File: config.mk
export PLATFORM = sky130hd
export DESIGN_NAME = ndro_bank
export DESIGN_NICKNAME = d
export VERILOG_FILES = /design/src/rtl/ndro_bank.sv
export SDC_FILE = /design/constraint.sdc
export NUM_CORES = 1
export LEC_CHECK = 0
export ABC_AREA = 0
export BUFFER_PORTS_ARGS = -buffer_cell sky130_fd_sc_hd__buf_4
export CAP_MARGIN = 20
export CORE_ASPECT_RATIO = 0.5
export CORE_MARGIN = 4
export CORE_UTILIZATION = 55
export CTS_CLUSTER_DIAMETER = 120
export DETAILED_ROUTE_END_ITERATION = 10
export PLACE_DENSITY = 0.86
export SLEW_MARGIN = 20
export SYNTH_ARGS = -nofsm -noshare
export SYNTH_HDL_FRONTEND = slang
export SYNTH_SLANG_ARGS = --single-unit
File: constraint.sdc
create_clock -name clk -period 2.7 [get_ports clk]
set_input_delay 0.27 -clock clk [delete_from_list [all_inputs] [get_ports clk]]
set_output_delay 0.27 -clock clk [all_outputs]
set_load 0.02 [all_outputs]
File: src/rtl/ndro_bank.sv
// Bank of N_CH non-destructive-readout (NDRO) cells with per-channel timing guards.
// Latency: sig->out/out_x SIG_OUT_DELAY cycles, off->dout/dout_x OFF_DOUT_DELAY cycles, viol 1 cycle.
// Backpressure: none; every pulse enters a free-running delay line, one result per input pulse.
//
// Ports:
//   clk, rst (async, active-high)
//   on/off/sig       per-channel set / clear-and-read / non-destructive read pulses
//   clr_viol         synchronous clear of viol_count (wins over a same-cycle increment)
//   out/out_x        sig read result (out_x = result unknown)
//   dout/dout_x      off read result (dout_x = result unknown)
//   viol             per-channel timing-violation pulse
//   viol_count       saturating total of viol pulses
module ndro_bank #(
    parameter int N_CH           = 4,
    parameter int SIG_OUT_DELAY  = 3,
    parameter int OFF_DOUT_DELAY = 2,
    parameter int ON_GUARD       = 2,
    parameter int VCNT_W         = 8
) (
    input  logic              clk,
    input  logic              rst,
    input  logic [N_CH-1:0]   on,
    input  logic [N_CH-1:0]   off,
    input  logic [N_CH-1:0]   sig,
    input  logic              clr_viol,
    output logic [N_CH-1:0]   out,
    output logic [N_CH-1:0]   out_x,
    output logic [N_CH-1:0]   dout,
    output logic [N_CH-1:0]   dout_x,
    output logic [N_CH-1:0]   viol,
    output logic [VCNT_W-1:0] viol_count
);

    // A zero-length guard still needs a 1-bit counter that simply stays 0.
    localparam int GW    = (ON_GUARD > 0) ? $clog2(ON_GUARD + 1) : 1;
    localparam int SUM_W = VCNT_W + 6;

    typedef enum logic [1:0] {
        ST_ZERO = 2'd0,
        ST_ONE  = 2'd1,
        ST_UNK  = 2'd2
    } ndro_state_e;

    ndro_state_e       state_q [N_CH];
    ndro_state_e       state_d [N_CH];
    logic [GW-1:0]     guard_q [N_CH];
    logic [GW-1:0]     guard_d [N_CH];

    logic [N_CH-1:0]   contested;
    logic [N_CH-1:0]   rd_one;
    logic [N_CH-1:0]   rd_unk;
    logic [N_CH-1:0]   viol_d;

    logic [N_CH-1:0]   out_pipe_q   [SIG_OUT_DELAY];
    logic [N_CH-1:0]   outx_pipe_q  [SIG_OUT_DELAY];
    logic [N_CH-1:0]   dout_pipe_q  [OFF_DOUT_DELAY];
    logic [N_CH-1:0]   doutx_pipe_q [OFF_DOUT_DELAY];
    logic [N_CH-1:0]   viol_q;

    logic [VCNT_W-1:0] vcnt_q;
    logic [VCNT_W-1:0] vcnt_d;
    logic [5:0]        viol_pop;
    logic [SUM_W-1:0]  vsum;

    // Per-channel read classification and next state. Reads always see the
    // state held before this cycle's events.
    always_comb begin
        for (int ch = 0; ch < N_CH; ch++) begin
            contested[ch] = (guard_q[ch] != '0) || on[ch];
            rd_unk[ch]    = (state_q[ch] == ST_UNK) || contested[ch];
            rd_one[ch]    = (state_q[ch] == ST_ONE) && !contested[ch];

            state_d[ch] = state_q[ch];
            if (on[ch] && off[ch]) begin
                state_d[ch] = ST_UNK;
            end else if (off[ch]) begin
                state_d[ch] = ST_ZERO;
            end else if (on[ch] && sig[ch]) begin
                state_d[ch] = ST_UNK;
            end else if (on[ch]) begin
                state_d[ch] = ST_ONE;
            end else if (sig[ch] && (guard_q[ch] != '0)) begin
                state_d[ch] = ST_UNK;
            end

            // Re-arming during an active guard simply reloads it.
            if (on[ch]) begin
                guard_d[ch] = GW'(ON_GUARD);
            end else if (guard_q[ch] != '0) begin
                guard_d[ch] = guard_q[ch] - GW'(1);
            end else begin
                guard_d[ch] = guard_q[ch];
            end
        end
        viol_d = (sig | off) & contested;
    end

    // Violation total: add this cycle's visible viol pulses, saturate, clear wins.
    always_comb begin
        viol_pop = '0;
        for (int i = 0; i < N_CH; i++) begin
            viol_pop = viol_pop + 6'(viol_q[i]);
        end
        vsum = SUM_W'(vcnt_q) + SUM_W'(viol_pop);
        if (clr_viol) begin
            vcnt_d = '0;
        end else if (vsum > SUM_W'({VCNT_W{1'b1}})) begin
            vcnt_d = '1;
        end else begin
            vcnt_d = vsum[VCNT_W-1:0];
        end
    end

    always_ff @(posedge clk or posedge rst) begin
        if (rst) begin
            for (int ch = 0; ch < N_CH; ch++) begin
                state_q[ch] <= ST_ZERO;
                guard_q[ch] <= '0;
            end
            for (int i = 0; i < SIG_OUT_DELAY; i++) begin
                out_pipe_q[i]  <= '0;
                outx_pipe_q[i] <= '0;
            end
            for (int i = 0; i < OFF_DOUT_DELAY; i++) begin
                dout_pipe_q[i]  <= '0;
                doutx_pipe_q[i] <= '0;
            end
            viol_q <= '0;
            vcnt_q <= '0;
        end else begin
            for (int ch = 0; ch < N_CH; ch++) begin
                state_q[ch] <= state_d[ch];
                guard_q[ch] <= guard_d[ch];
            end
            out_pipe_q[0]  <= sig & rd_one;
            outx_pipe_q[0] <= sig & rd_unk;
            for (int i = 1; i < SIG_OUT_DELAY; i++) begin
                out_pipe_q[i]  <= out_pipe_q[i-1];
                outx_pipe_q[i] <= outx_pipe_q[i-1];
            end
            dout_pipe_q[0]  <= off & rd_one;
            doutx_pipe_q[0] <= off & rd_unk;
            for (int i = 1; i < OFF_DOUT_DELAY; i++) begin
                dout_pipe_q[i]  <= dout_pipe_q[i-1];
                doutx_pipe_q[i] <= doutx_pipe_q[i-1];
            end
            viol_q <= viol_d;
            vcnt_q <= vcnt_d;
        end
    end

    assign out        = out_pipe_q[SIG_OUT_DELAY-1];
    assign out_x      = outx_pipe_q[SIG_OUT_DELAY-1];
    assign dout       = dout_pipe_q[OFF_DOUT_DELAY-1];
    assign dout_x     = doutx_pipe_q[OFF_DOUT_DELAY-1];
    assign viol       = viol_q;
    assign viol_count = vcnt_q;

endmodule
==> metrics.txt <==
# TYPE chip_impl_metric gauge
chip_impl_metric{name="detail_route.wl_per_cell",unit="um"} 13.09
chip_impl_metric{name="tightestPinTransition",unit="ns"} 0.8014
chip_impl_metric{name="synth.cell_area",unit="mm2"} 0.002631
chip_impl_metric{name="synth_top_area_share",unit="%"} 64.67
chip_impl_metric{name="layout.nets",unit=""} 278
chip_impl_metric{name="post_dp_cell_area",unit="mm2"} 0.002904
chip_impl_metric{name="number_of_buffers_added_to_fix_hold_violations_after_cts",unit=""} 0
chip_impl_metric{name="maxSlewHeadroom",unit="%"} 46.58
chip_impl_metric{name="yosys.area_share.xor_xnor",unit="%"} 1.331
chip_impl_metric{name="ant_nets",unit=""} 0
chip_impl_metric{name="finalWirelength",unit="um"} 4268
chip_impl_metric{name="setup-violations-final",unit=""} 0
chip_impl_metric{name="tritoncts_num_sinks",unit=""} 68
chip_impl_info{name="cts.root.buffer_cell",value="clkbuf_8"} 1
chip_impl_metric{name="post-route-drc-count",unit=""} 0
chip_impl_info{name="synthFlopType",value="dfrtp_1"} 1
chip_impl_info{name="timing.hold.worst.start",value="on[2]"} 1
chip_impl_metric{name="timing.critical_path.slowest_cell_delay",unit="ns"} 0.47
chip_impl_metric{name="critical_path_peak_fanout",unit=""} 5
chip_impl_metric{name="finalWeightedCongestion",unit=""} 0.7935
chip_impl_metric{name="synth_area_per_cell",unit="um2"} 12.01
chip_impl_metric{name="insertion_delay",unit="ns"} 0.33
chip_impl_info{name="crit_type",value="flip-flop to flip-flop"} 1
chip_impl_metric{name="route.layer.met1.wl",unit="um"} 1795
chip_impl_metric{name="chip_width",unit="um"} 105.8
chip_impl_metric{name="postSynthCellCount",unit=""} 219
chip_impl_info{name="synth_top_cell_by_area",value="dfrtp_1"} 1
chip_impl_metric{name="maximum_number_of_pins_on_one_net_before_global_route_repair",unit=""} 69
chip_impl_info{name="routed.top_layer",value="met4"} 1
chip_impl_metric{name="grt.overflow.total",unit=""} 0
chip_impl_metric{name="wl_met3",unit="um"} 205
chip_impl_metric{name="yosys.area_share.adder",unit="%"} 4.660
chip_impl_metric{name="design.core.area",unit="mm2"} 0.004509
chip_impl_metric{name="synthesis.nets",unit=""} 242
chip_impl_metric{name="synth_enable_flop_cells",unit=""} 0
chip_impl_metric{name="yosys_warnings",unit=""} 0
chip_impl_metric{name="row_count",unit=""} 17
chip_impl_metric{name="timing.final.crit_period",unit="ns"} 2.492
chip_impl_metric{name="fin_skew",unit="ns"} 0.009337
chip_impl_metric{name="multi_input_area",unit="um2"} 699.4
chip_impl_metric{name="ys_types",unit=""} 28
chip_impl_metric{name="hold_viol",unit=""} 0
chip_impl_info{name="critPathMostFrequentCell",value="fa_1"} 1
chip_impl_info{name="worstPathCellList",value="fa_1 -> inv_1 -> fa_1 -> inv_1 -> fa_1 -> and4_1 -> nor4bb_1 -> nor3_1"} 1
chip_impl_metric{name="area.sequential",unit="mm2"} 0.001702
chip_impl_metric{name="timing.critical_path.arrival",unit="ns"} 2.70
chip_impl_info{name="startpoint_type",value="flip-flop"} 1
chip_impl_metric{name="ys_async_sr_fraction",unit="%"} 100.0
chip_impl_metric{name="post_cts_resized",unit=""} 0
chip_impl_metric{name="die_height",unit="um"} 56.91
chip_impl_metric{name="synth_sequential_area_ratio",unit="%"} 64.67
chip_impl_metric{name="clk_pin_slew",unit="ns"} 0.07
chip_impl_metric{name="gr-usage-all-layers",unit="%"} 16.29
chip_impl_metric{name="setup-tns-final",unit="ns"} 0
chip_impl_metric{name="fin_crit_sh",unit="%"} 92.30
chip_impl_info{name="setup_repair_after_global_routing_missed_its_margin",value="false"} 1
chip_impl_metric{name="maxSlewViolCount",unit=""} 0
chip_impl_info{name="critical_path.reg2reg.startpoint",value="viol[0]$_DFF_PP0_"} 1
chip_impl_info{name="r2r-end",value="viol_count[5]$_DFF_PP0_"} 1
chip_impl_metric{name="flow.area_growth_from_synthesis",unit="%"} 19.83
chip_impl_metric{name="synth_compound_gate_area_share",unit="%"} 6.752
chip_impl_info{name="hold_wc_path_type",value="input pin to flip-flop"} 1
chip_impl_metric{name="achievable-frequency",unit="MHz"} 401.3
chip_impl_metric{name="reg2reg_setup_slack",unit="ns"} 0.21
chip_impl_metric{name="yosys.area_share.simple",unit="%"} 13.84
chip_impl_metric{name="port_bufs",unit=""} 42
chip_impl_metric{name="postSynthRegisterBits",unit=""} 68
chip_impl_info{name="synth.top_cells.by_count",value="68 x dfrtp_1, 26 x inv_1, 21 x nor2_1"} 1
chip_impl_metric{name="antenna_cells_inserted",unit=""} 0
chip_impl_metric{name="via_count",unit=""} 1615
chip_impl_info{name="status",value="finished clean"} 1
chip_impl_info{name="endpoint_kind",value="flip-flop"} 1
chip_impl_metric{name="grt_pass1_vias",unit=""} 1613
chip_impl_metric{name="final_layout_size_suffix_gt1_share",unit="%"} 24.23
chip_impl_metric{name="floorplan.die_area",unit="mm2"} 0.006022
chip_impl_metric{name="wire_length_of_the_first_global_routing_pass",unit="um"} 7403
chip_impl_metric{name="initial_core_util",unit="%"} 58.35
chip_impl_metric{name="cts_max_path_buffers",unit=""} 2
chip_impl_metric{name="detail_route.vias_per_cell",unit=""} 4.954
chip_impl_metric{name="worstPathBufferInverterCount",unit=""} 2
chip_impl_info{name="synth.top_cells.by_area",value="dfrtp_1 65%, buf_4 4.9%, inv_1 3.7%, and2_1 3.3%, nor2_1 3.0%"} 1
chip_impl_metric{name="ios",unit=""} 43
chip_impl_info{name="cts_tree",value="yes"} 1
chip_impl_metric{name="maxCapViolCount",unit=""} 0
chip_impl_metric{name="ctsHtreeMaxLevel",unit=""} 3
chip_impl_metric{name="power.density",unit="mW/mm2"} 932.2
chip_impl_info{name="worst_path_dominant_cell_family",value="adder cells"} 1
chip_impl_metric{name="route.met2.wl",unit="um"} 2206
chip_impl_metric{name="ir_drop_worst_case_vdd",unit="V"} 0.0004075
chip_impl_metric{name="dr.pass1.iters",unit=""} 4
chip_impl_metric{name="cts_made_buffers",unit=""} 9
chip_impl_metric{name="synth_mux_area_share",unit="%"} 0
chip_impl_metric{name="dp_hpwl",unit="um"} 3034
chip_impl_info{name="timing.critical_path.slowest_stage_cell",value="fa_1"} 1
chip_impl_metric{name="final_std_cell_area_no_fill",unit="mm2"} 0.003153
chip_impl_metric{name="cp_data_required_time",unit="ns"} 2.91
chip_impl_info{name="timing.hold.worst_endpoint",value="guard_q[2]$_DFFE_PP0P_"} 1
chip_impl_metric{name="detailedRoute.firstIterationViolations",unit=""} 59
chip_impl_info{name="synth_top_family_by_area",value="simple AND/OR/NAND/NOR gates"} 1
chip_impl_metric{name="post-cts-setup-buffers",unit=""} 0
chip_impl_metric{name="worstRegToRegCells",unit=""} 8
chip_impl_metric{name="layout.filler_cells",unit=""} 311
chip_impl_metric{name="grt_antenna_before_repair",unit=""} 0
chip_impl_info{name="most_repeated_cell_in_the_gate_level_netlist_after_synthesis",value="dfrtp_1"} 1
chip_impl_metric{name="hold_depth",unit=""} 2
chip_impl_metric{name="p_leak",unit="nW"} 1.606
[worst max path at each step]
stage / startpoint / end / slack [ns] / cells past startpoint
after global routing: viol[0]$_DFF_PP0_ / viol_count[5]$_DFF_PP0_ / 0.02 / 8
after global placement: viol[0]$_DFF_PP0_ / viol_count[5]$_DFF_PP0_ / 0.35 / 8
after floorplan: viol[0]$_DFF_PP0_ / viol_count[5]$_DFF_PP0_ / 0.35 / 8
after detailed placement: viol[0]$_DFF_PP0_ / viol_count[5]$_DFF_PP0_ / 0.25 / 8
after CTS: viol[0]$_DFF_PP0_ / viol_count[5]$_DFF_PP0_ / 0.21 / 8
final: viol[0]$_DFF_PP0_ / viol_count[5]$_DFF_PP0_ / 0.21 / 8
[sequential cells by signal (all words and copies together) (netlist names)]
signal	flops
out_x	4
guard_q	8
doutx_pipe_q	4
viol_count	8
dout_pipe_q	4
out	4
dout	4
viol	4
dout_x	4
outx_pipe_q	8
state_q	8
out_pipe_q	8
[where the power goes]
| group | leakage (nW) | switching [mW] | total, mW | internal (mW) |
|---|---|---|---|---|
| Clock | 0.122 | 0.373 | 1.01 | 0.638 |
| Combinational | 0.627 | 0.380 | 0.659 | 0.279 |
| Sequential | 0.857 | 0.107 | 1.27 | 1.16 |
[cell usage in the layout (no fill, tap or decap), types with 2 or more instances in the layout]
master      n
clkbuf_8   10
nor2b_1     6
a31oi_1     6
nand2_1     6
bufinv_16   3
a22oi_1     4
o22ai_1     4
nor2_1     21
nor3_1      9
o21ai_0     4
dfrtp_1    68
o211ai_1    4
fa_1        3
buf_4      43
ha_1        5
a21oi_1     2
inv_1      25
and3_1      6
and2_1     14
xor2_1      4
[metal layers]
layer	vias up	GRT usage (%)
li1	773	-
met1	786	18.83
met2	47	27.26
met3	9	6.429
met4	0	7.380
met5	-	0
[cell families (layout without fill, tap and decap cells)]
logic type	Yosys count	in the layout
AO/OA/AOI/OAI	27	27
XOR/XNOR	4	4
adder cells (fa/ha/maj)	8	8
buffers and inverters	44	85
flip-flops	68	68
AND/OR/NAND/NOR	68	68
[area by class of cell]
type,instances,area share (%)
sequential,68,53.97
multi-input combinational,107,22.18
timing repair buffer,43,10.24
clock buffer,10,4.365
clock inverter,6,3.532
inverter,26,3.095
tap,66,2.619
[metrics by stage]
step	power (mW)	std cells	setup slack [ns]	hold WS [ns]	utilization (%)
after global routing	3.121	326	0.01804	0.09064	69.92
final	2.939	326	0.2079	0.1089	69.92
after global placement	1.885	310	0.3540	0.3314	64.40
after detailed placement	1.942	310	0.2497	0.3347	64.40
after floorplan	1.740	219	0.3472	0.3312	-
after CTS	2.972	326	0.2053	0.08829	69.92
No activity file was read; power rests on OpenSTA's default activity.
